File: src/rtl/debouncer_multi.sv
// debouncer_multi: N-channel switch debouncer with run-time late/early filtering and rise/fall pulses
module debouncer_multi #(
  parameter int N_CH = 4,
  parameter int STABLE_TICKS = 4
) (
  input  logic              clk,
  input  logic              rst,
  input  logic [N_CH-1:0]   i_signal,
  input  logic              i_tick10ms,
  input  logic              i_mode,
  output logic [N_CH-1:0]   o_out,
  output logic [N_CH-1:0]   o_rise,
  output logic [N_CH-1:0]   o_fall,
  output logic [N_CH-1:0]   o_busy,
  output logic [3*N_CH-1:0] o_state
);
  localparam int CNT_W = $clog2(STABLE_TICKS + 1);
  typedef enum logic [2:0] {LOW, ARM_HIGH, HIGH, ARM_LOW, LOCK_HIGH, LOCK_LOW} state_t;
  for (genvar k = 0; k < N_CH; k++) begin : g_ch
    logic [1:0] sync;
    logic s, last, rise, fall, rise_n, fall_n;
    state_t st, st_n;
    logic [CNT_W-1:0] cnt, cnt_n;
    assign s = sync[1];
    assign last = cnt == CNT_W'(STABLE_TICKS - 1);
    always_ff @(posedge clk or negedge rst) begin
      if (!rst) begin
        sync <= '0;
        st   <= LOW;
        cnt  <= '0;
        rise <= 1'b0;
        fall <= 1'b0;
      end else begin
        sync <= {sync[0], i_signal[k]};
        st   <= st_n;
        cnt  <= cnt_n;
        rise <= rise_n;
        fall <= fall_n;
      end
    end
    // Mode is only looked at when leaving a stable state; ARM/LOCK finish as entered
    always_comb begin
      st_n   = st;
      cnt_n  = cnt;
      rise_n = 1'b0;
      fall_n = 1'b0;
      case (st)
        LOW: if (s) begin
          st_n   = i_mode ? LOCK_HIGH : ARM_HIGH;
          cnt_n  = '0;
          rise_n = i_mode;
        end
        ARM_HIGH: if (!s) begin
          st_n  = LOW;
          cnt_n = '0;
        end else if (i_tick10ms) begin
          st_n   = last ? HIGH : ARM_HIGH;
          cnt_n  = last ? '0 : cnt + 1'b1;
          rise_n = last;
        end
        LOCK_HIGH: if (i_tick10ms) begin
          st_n  = last ? HIGH : LOCK_HIGH;
          cnt_n = last ? '0 : cnt + 1'b1;
        end
        HIGH: if (!s) begin
          st_n   = i_mode ? LOCK_LOW : ARM_LOW;
          cnt_n  = '0;
          fall_n = i_mode;
        end
        ARM_LOW: if (s) begin
          st_n  = HIGH;
          cnt_n = '0;
        end else if (i_tick10ms) begin
          st_n   = last ? LOW : ARM_LOW;
          cnt_n  = last ? '0 : cnt + 1'b1;
          fall_n = last;
        end
        LOCK_LOW: if (i_tick10ms) begin
          st_n  = last ? LOW : LOCK_LOW;
          cnt_n = last ? '0 : cnt + 1'b1;
        end
        default: begin
          st_n  = LOW;
          cnt_n = '0;
        end
      endcase
    end
    assign o_out[k]          = st inside {HIGH, ARM_LOW, LOCK_HIGH};
    assign o_busy[k]         = st inside {ARM_HIGH, ARM_LOW, LOCK_HIGH, LOCK_LOW};
    assign o_rise[k]         = rise;
    assign o_fall[k]         = fall;
    assign o_state[3*k +: 3] = st;
  end
endmodule

File: config.mk
export PLATFORM = sky130hd
export DESIGN_NAME = debouncer_multi
export DESIGN_NICKNAME = d
export VERILOG_FILES = /design/src/rtl/debouncer_multi.sv
export SDC_FILE = /design/constraint.sdc
export NUM_CORES = 1
export LEC_CHECK = 0
export ABC_CLOCK_PERIOD_IN_PS = 2000
export CAP_MARGIN = 20
export CORE_AREA = 4 4 80 82
export CTS_BUF_LIST = sky130_fd_sc_hd__clkbuf_4
export DETAILED_ROUTE_END_ITERATION = 8
export DIE_AREA = 0 0 84 86
export DONT_BUFFER_PORTS = 1
export PLACE_DENSITY = 0.65
export RECOVER_POWER = 50
export SLEW_MARGIN = 5
export SYNTH_ARGS = -nofsm -noshare
export SYNTH_HDL_FRONTEND = slang
export SYNTH_SLANG_ARGS = --single-unit
File: constraint.sdc
create_clock -name clk -period 2 [get_ports clk]
set_input_delay 0.6 -clock clk [delete_from_list [all_inputs] [get_ports clk]]
set_output_delay 0.6 -clock clk [all_outputs]
set_load 0.02 [all_outputs]
==> flow_summary.toml, run 1 <==
[layout]
nFillCells = 540
area_delta_synth_final_pct = 13.5
fin_area_um2 = 2720
layout-drive-gt1-share_pct = 21.2
fin_util_pct = 47.3
final_cells = 358
nets = 294
num_antenna_cells = 0

[die]
die_w_um = 84
core_um2 = 5750
initial_utilization_pct = 41.6
die_h_um = 86
num_io_pins = 36
rows = 28
dieArea_um2 = 7220

[drt]
drt_iter0_markers = 86
wl_mm = 5.26
ant_nets = 0
avgViaCountPerCell = 5.39
vias = 1929
drt-pass1-iter-count = 4
drc = 0
routedWlPerCell_um = 14.7

[global_route]
grt_max_degree = 41
grt_pass1_wl_mm = 8.83
gr-total-overflow = 0
grt_util_all_layers_pct = 15.0
antenna_found_initial = 0
grt_pass1_vias = 1821

[pwr]
p_leak_nw = 1.24
vdd_drop_max_uv = 607
p_per_area_nw_per_um2 = 1430

[sta]
maxSlewViolCount = 0
clock_skew_ps = 14.7
fin_crit_sh_pct = 96.1
slew_headroom_pct = 32.8
final_hold_viol_count = 0
setup_viol = 0
hold_ws_ps = 263
worst_pin_slew_ps = 1010
fmaxAchievable_mhz = 520
finalCriticalPeriod_ps = 1920

[clock_tree]
clk_pin_slew_ps = 130
cts_sinks = 40
cts_tree = "built"
cts_buffer_depth = 2
cts-root-buf = "clkbuf_4"
clk_latency_ps = 350
h-tree-depth = 2
cts_buffers = 5

[logic_synthesis]
synth_top_area_cell = "dfrtp_1"
synthArstFlopShare_pct = 100
ys_top_cells_by_count = "40 x dfrtp_1, 24 x o21ai_0, 23 x nor2_1, 16 x inv_1, 14 x nand2b_1"
yosysMostFrequentCell = "dfrtp_1"
synth-seq-cells = 40
syn_nets = 275
yosys_warnings = 0
netlist.area_leader.share_pct = 41.8
syn_avg_cell_area_um2 = 9.10
synth_cell_types = 49
netlist_area_um2 = 2390
syn_inst = 263
yosys_most_used_dff = "dfrtp_1"
synth_edf_count = 0
seq_area_frac_synth_pct = 41.8
synth.area.top_cells = "dfrtp_1 42%, o21ai_0 5.0%, nand2b_1 3.7%"

[placed_design]
place.gp.congestion = 0.869
io_buffers = 0
placed_area_um2 = 2490
dp_cells = 333
hpwlAfterDp_mm = 3.53

[min_path]
hp-class = "input port to flip-flop"

[worst_setup_path]
startpoint_type = "flip-flop"
critical_path_required_ps = 1400
crit_path_end_kind = "primary output"
criticalPathCategory = "flip-flop to primary output"
critPathArrivalTime_ps = 1320
cp_max_fo = 6

[run]
max_cap_viol_count = 0

[outcome]
status = "finished, final reports clean"
placed cells by master (no fill, tap or decap), drive strengths merged, types with 2 or more instances in the layout:
cell type / Yosys / routed
o21a: 2 / 2
a211o: 2 / 2
o32ai: 2 / 2
or3: 2 / 2
clkbuf: 8 / 7
nor3: 6 / 6
a21o: 3 / 3
buf: 19 / 37
mux2i: 8 / 8
a311oi: 4 / 4
a211oi: 2 / 2
nor2b: 9 / 9
nor4: 2 / 2
a21oi: 13 / 13
xnor2: 7 / 7
o22ai: 3 / 3
ha: 4 / 4
dfrtp: 40 / 40
o211ai: 3 / 3
or3b: 2 / 2
a2111oi: 2 / 2
a31oi: 2 / 2
xor2: 3 / 3
o31ai: 8 / 8
nor2: 23 / 23
inv: 16 / 16
a32o: 2 / 2
and3b: 2 / 2
nand3: 3 / 3
o21ai: 24 / 24
nand2: 10 / 10
nand2b: 14 / 14
through the flow:
step,setup slack (ps),power (mW),TNS (ps)
final,77.5,3.89,0
after floorplan,29.6,2.63,0
after CTS,5.83,3.76,0
after detailed placement,272,3.14,0
after global placement,310,3.11,0
after global routing,-7.16,4.24,-7.16
layer usage:
metal	vias to the layer above	share of wire, %	GRT usage (%)
met3	8	7.1	4.51
met4	0	1.5	5.70
met1	897	43	19.5
met2	62	48	23.5
li1	962	-	-
met5	-	0	0
power breakdown:
group / switching (mW) / total, mW / internal, mW
sequential: 0.257 / 1.27 / 1.01
clock: 0.264 / 0.540 / 0.276
combinational: 1.15 / 2.09 / 0.931
final timing paths:
check | from | end | slack [ps] | cells past startpoint
setup reg to reg | g_ch[0].st[0] | g_ch[0].st[1] | 360 | 5
setup / recovery | g_ch[3].st[1] | o_out[3] | 80 | 3
min in group asynchronous | rst | g_ch[0].rise | 400 | 1
hold reg to reg | g_ch[2].sync[0] | g_ch[2].sync[1] | 360 | 0
max in group asynchronous | rst | g_ch[2].st[2] | 900 | 1
hold / removal | i_signal[3] | g_ch[3].sync[0] | 260 | 0
what timing repair did:
action                     4_1_cts  5_1_grt
hold endpoints to repair        40        0
gates resized for setup          7        8
setup endpoints to repair        5        6
setup buffers                    2       14
hold buffers                     1        0
logic make-up after synthesis:
logic type / Yosys count / share of synthesized area, %
compound gates: 78 / 21.6
xor+xnor: 10 / 3.66
buf+inv: 43 / 9.41
mux: 8 / 3.35
fa+ha+maj: 4 / 2.09
flops: 40 / 41.8
simple gates: 80 / 18.0
critical path, cell delays in order, from the launching register on:
cell	delay, ps
dfrtp_2	460
nand2b_1	190
o21ai_0	160
buf_4	160
registers in the layout, indices dropped and copies added, names as in the netlist:
name,cells
g_ch.sync,8
g_ch.rise,4
g_ch.cnt,12
g_ch.st,12
g_ch.fall,4
area by class of cell:
class                      count  area (um2)  share of cell area, %
tap                           75        93.8                   3.46
inverter                      16        62.6                   2.30
multi-input combinational    180        1170                   43.2
clock inverter                 2        35.0                   1.29
timing repair buffer          39         295                   10.9
clock buffer                   6        45.0                   1.66
sequential                    40        1010                   37.2
(Power assumes the default switching activity.)
==> run 2, diff against run 1 <==
CELL_PAD_IN_SITES_DETAIL_PLACEMENT = 1   (was unset)
CELL_PAD_IN_SITES_GLOBAL_PLACEMENT = 2   (was unset)
CORE_AREA = 4 4 83 85   (was 4 4 80 82)
DIE_AREA = 0 0 87 89   (was 0 0 84 86)
PLACE_DENSITY = 0.88   (was 0.65)
==> run 2 against run 1 <==
Final area fell by 0.78%. Sequential share of layout area up 0.29 points. Critical path depth did not move. Non-clock buffer count decreased by 4. Count of clock-buffer cells in the layout fell by 1. Worst hold slack worse by 6.4 ps. Utilization shrank 3.8 points. Largest cell class unchanged.
==> flow_summary.toml, run 2 (synthesized netlist as in run 1, its figures left out) <==
[sta]
fmaxAchievable_mhz = 519
clock_skew_ps = 8.93
final_hold_viol_count = 0
setup_viol = 0
finalCriticalPeriod_ps = 1930
fin_crit_sh_pct = 96.3
rsz0062_at_grt = "yes"
hold_ws_ps = 257
maxSlewViolCount = 0
slew_headroom_pct = 33.9
worst_pin_slew_ps = 991
fin_ws_ps = 74.9

[layout]
most-common-layout-cells = "33 x dfrtp_1, 32 x buf_4, 22 x nor2_1, 19 x o21ai_0"
largest_registers = "g_ch.cnt: 12 flops, g_ch.st: 12 flops, g_ch.sync: 8 flops"
nFillCells = 704
multi_input_area_um2 = 1180
num_antenna_cells = 0
fin_util_pct = 43.4
register_area_um2 = 1010
final_common_cell = "dfrtp_1"
layout-drive-gt1-share_pct = 21.1
nets = 290
area_delta_synth_final_pct = 12.6

[worst_setup_path]
startpoint_type = "flip-flop"
critPathArrivalTime_ps = 1330
cp_max_fo = 6
critical_path_required_ps = 1400
criticalPathCategory = "flip-flop to primary output"
crit_path_end_kind = "primary output"

[drt]
routed-wl-met3_um = 220
wl_mm = 5.84
drt_iter0_markers = 78
routedWlPerCell_um = 16.4
drt-pass1-iter-count = 4
wl_met2_mm = 2.84
drc = 0
wl_met1_mm = 2.68
ant_nets = 0
vias = 1955
highest_layer = "met4"
avgViaCountPerCell = 5.49

[pwr]
clkPwrFrac_pct = 13.8
seq_power_share_pct = 32.9
p_per_area_nw_per_um2 = 1470
p_comb_share_pct = 53.3
power_mw = 3.95
switchingPower_mw = 1.75
internal_power_mw = 2.20
swShare_pct = 44.4
vdd_drop_max_uv = 547
p_leak_nw = 1.20

[die]
die_w_um = 87
die_h_um = 89
initial_utilization_pct = 38.6
dieArea_um2 = 7740
num_io_pins = 36
rows = 29
core_um2 = 6200

[run]
max_cap_viol_count = 0

[placed_design]
hpwlAfterDp_mm = 4.20
place.gp.congestion = 0.834
pre_cts_ws_ps = 221
io_buffers = 0

[global_route]
grt_util_all_layers_pct = 16.1
grt_pass1_vias = 1939
gr-total-overflow = 0
grt_pass1_wl_mm = 9.77
antenna_found_initial = 0
grt_max_degree = 41

[clock_tree]
cts_buffers = 5
cts_tree = "built"
cts_sinks = 40
clk_latency_ps = 350
cts_buffer_depth = 2
cts-root-buf = "clkbuf_4"
clk_pin_slew_ps = 130
h-tree-depth = 2

[outcome]
status = "finished, final reports clean"

[min_path]
hp-class = "input port to flip-flop"
[run 2: layout make-up]
type / count / share of cell area [%]
Clock buffer: 5 / 1.39
Clock inverter: 3 / 1.58
Inverter: 16 / 2.23
Multi-Input combinational cell: 180 / 43.8
Sequential cell: 40 / 37.5
Tap cell: 77 / 3.58
Timing Repair Buffer: 35 / 9.94
[run 2: per-stage QoR]
step	instances	area, um2	setup TNS [ps]
global route	356	2690	-8.17
detailed placement	338	2510	0
CTS	348	2630	0
floorplan	263	2390	0
global placement	338	2510	0
finish	356	2690	0
[run 2: critical path, stage by stage, from the launching register on]
cell     delay (ps)
dfrtp_2         510
nand2_1         140
o21ai_1         150
buf_4           180
[run 2: power by group through the flow]
| stage | registers (mW) | logic [mW] | clock network, mW |
|---|---|---|---|
| floorplan | 1.27 | 1.36 | 0 |
| global placement | 1.31 | 1.85 | 0 |
| detailed placement | 1.32 | 1.91 | 0 |
| CTS | 1.31 | 1.96 | 0.571 |
| global route | 1.34 | 2.33 | 0.615 |
| finish | 1.30 | 2.11 | 0.543 |
[run 2: path summary, 6_finish.rpt]
| check | from | end | slack (ps) | cells past startpoint |
|---|---|---|---|---|
| min in group asynchronous | rst | g_ch[1].fall | 380 | 1 |
| worst min-delay path | i_signal[3] | g_ch[3].sync[0] | 260 | 0 |
| worst max-delay path | g_ch[1].st[2] | o_busy[1] | 70 | 3 |
| worst max register to register | g_ch[0].st[0] | g_ch[0].st[1] | 310 | 5 |
| max in group asynchronous | rst | g_ch[2].st[0] | 930 | 1 |
| worst min register to register | g_ch[2].sync[0] | g_ch[2].sync[1] | 360 | 0 |
[run 2: timing repair]
action,4_1_cts,5_1_grt
setup buffers,1,8
setup endpoints to repair,8,8
gates cloned,0,0
hold endpoints to repair,40,0
hold buffers,1,0
pin swaps,0,0
gates resized for setup,6,13
[run 2: metal layers]
| metal | GRT usage (%) | vias to the layer above |
|---|---|---|
| li1 | - | 949 |
| met1 | 21.0 | 970 |
| met2 | 26.3 | 28 |
| met3 | 3.59 | 8 |
| met4 | 5.67 | 0 |
| met5 | 0 | - |
==> run 3, diff against run 2 <==
CORE_AREA = 4 4 79 89   (was 4 4 83 85)
DIE_AREA = 0 0 83 93   (was 0 0 87 89)
==> run 3 against run 2 <==
Final cell count rose by 1.7%. Clock power fell by 20%. Via count rose by 2.9%. Power fell by 3.4%. Highest routed layer unchanged.
==> flow_summary.toml, run 3 (synthesized netlist as in run 1, its figures left out) <==
[global_route]
grt_util_all_layers_pct = 15.6
gr-total-overflow = 0
grt_max_degree = 41
antenna_found_initial = 0
grt_pass1_wl_mm = 9.91
grt_pass1_vias = 2057

[sta]
fin_ws_ps = 58.4
hold_ws_ps = 256
fmaxAchievable_mhz = 515
clock_skew_ps = 14.7
setup_viol = 0
worst_pin_slew_ps = 1040
maxSlewViolCount = 0
slew_headroom_pct = 30.7
fin_crit_sh_pct = 97.1
finalCriticalPeriod_ps = 1940
final_hold_viol_count = 0

[clock_tree]
clk_pin_slew_ps = 130
cts_tree = "built"
cts_buffer_depth = 2
h-tree-depth = 2
cts_sinks = 40
clk_latency_ps = 350
cts_buffers = 5
cts-root-buf = "clkbuf_4"

[placed_design]
place.gp.congestion = 0.768
io_buffers = 0
placed_area_um2 = 2530
pre_cts_ws_ps = 286
hpwlAfterDp_mm = 4.26

[layout]
nets = 293
largest_registers = "g_ch.cnt: 12 flops, g_ch.st: 12 flops, g_ch.sync: 8 flops"
num_antenna_cells = 0
layout-drive-gt1-share_pct = 19.9
most-common-layout-cells = "34 x buf_4, 33 x dfrtp_1, 22 x nor2_1, 21 x o21ai_0"
area_delta_synth_final_pct = 11.8
register_area_um2 = 1010
fin_util_pct = 44.0
nFillCells = 740
final_common_cell = "buf_4"
fin_area_um2 = 2670
multi_input_area_um2 = 1170

[worst_setup_path]
timing.rr.end = "g_ch[0].st[1]"
reg2reg_from = "g_ch[0].st[2]"
reg2regPathDepth = 6
startpoint_type = "flip-flop"
rrSetupSlack_ps = 250
crit_chain = "nand2b_1 -> o21ai_1 -> buf_4"
slowest_stage = "dfrtp_2"
critPathArrivalTime_ps = 1340
max_stage_delay_ps = 500
criticalPathCategory = "flip-flop to primary output"
critical_path_required_ps = 1400
cp_max_fo = 11
crit_path_end_kind = "primary output"
crit_family = "flip-flops"
worst-path-buf-inv = 1

[drt]
routedWlPerCell_um = 16.6
drc = 0
drt-pass1-iter-count = 4
drt_iter0_markers = 40
vias = 2011
avgViaCountPerCell = 5.56
wl_mm = 6.02
ant_nets = 0

[die]
dieArea_um2 = 7720
initial_utilization_pct = 39.3
num_io_pins = 36
die_h_um = 93
die_w_um = 83
rows = 30
core_um2 = 6080

[min_path]
hp-class = "input port to flip-flop"
hold_path_end = "g_ch[3].sync[0]"
hold_depth = 0
hp-start = "i_signal[3]"

[pwr]
vdd_drop_max_uv = 538
p_leak_nw = 1.20
power_mw = 3.82
p_per_area_nw_per_um2 = 1430

[outcome]
status = "finished, final reports clean"

[run]
max_cap_viol_count = 0
-- run 3: report_power, final --
group | internal, mW | total [mW] | switching (mW) | leakage, nW
combinational | 0.914 | 2.13 | 1.21 | 0.657
clock | 0.163 | 0.436 | 0.273 | 0.0338
sequential | 1.01 | 1.26 | 0.244 | 0.504
total | 2.09 | 3.82 | 1.73 | 1.20
-- run 3: worst max-delay path by stage --
| stage | slack (ps) | endpoint | depth (start not counted) | start |
|---|---|---|---|---|
| floorplan | 30 | o_out[2] | 3 | g_ch[2].st[2] |
| global placement | 340 | g_ch[0].st[1] | 4 | i_tick10ms |
| detailed placement | 290 | o_out[1] | 4 | g_ch[1].st[1] |
| CTS | 10 | o_busy[0] | 3 | g_ch[0].st[2] |
| global route | -10 | o_out[1] | 3 | g_ch[1].st[2] |
| finish | 60 | o_out[1] | 3 | g_ch[1].st[2] |
-- run 3: routing by layer --
layer	share of wire, %	routed length [um]	global-route usage (%)
met4	1.3	81	4.50
met5	0	0	0
met2	51	3100	27.4
met3	4.6	276	4.14
met1	43	2560	18.9
-- run 3: per-stage QoR --
| step | setup TNS (ps) | std cells |
|---|---|---|
| 6_report | 0 | 362 |
| 5_1_grt | -10.8 | 362 |
| 4_1_cts | 0 | 352 |
| 3_5_place_dp | 0 | 343 |
| 3_3_place_gp | 0 | 343 |
| 2_1_floorplan | 0 | 263 |
-- run 3: repair_timing --
item	in CTS	in global routing
resized for setup	8	5
hold buffers	1	0
buffers inserted	0	10
endpoints found under the setup margin	4	6
hold endpoints to repair	40	0
-- run 3: cell type report --
class / instances / area share (%)
clock buffers: 7 / 1.97
clock inverters: 1 / 0.140
inverters: 16 / 2.25
multi-input cells: 180 / 43.7
flip-flops and latches: 40 / 37.8
well taps: 80 / 3.74
repair buffers: 38 / 10.4
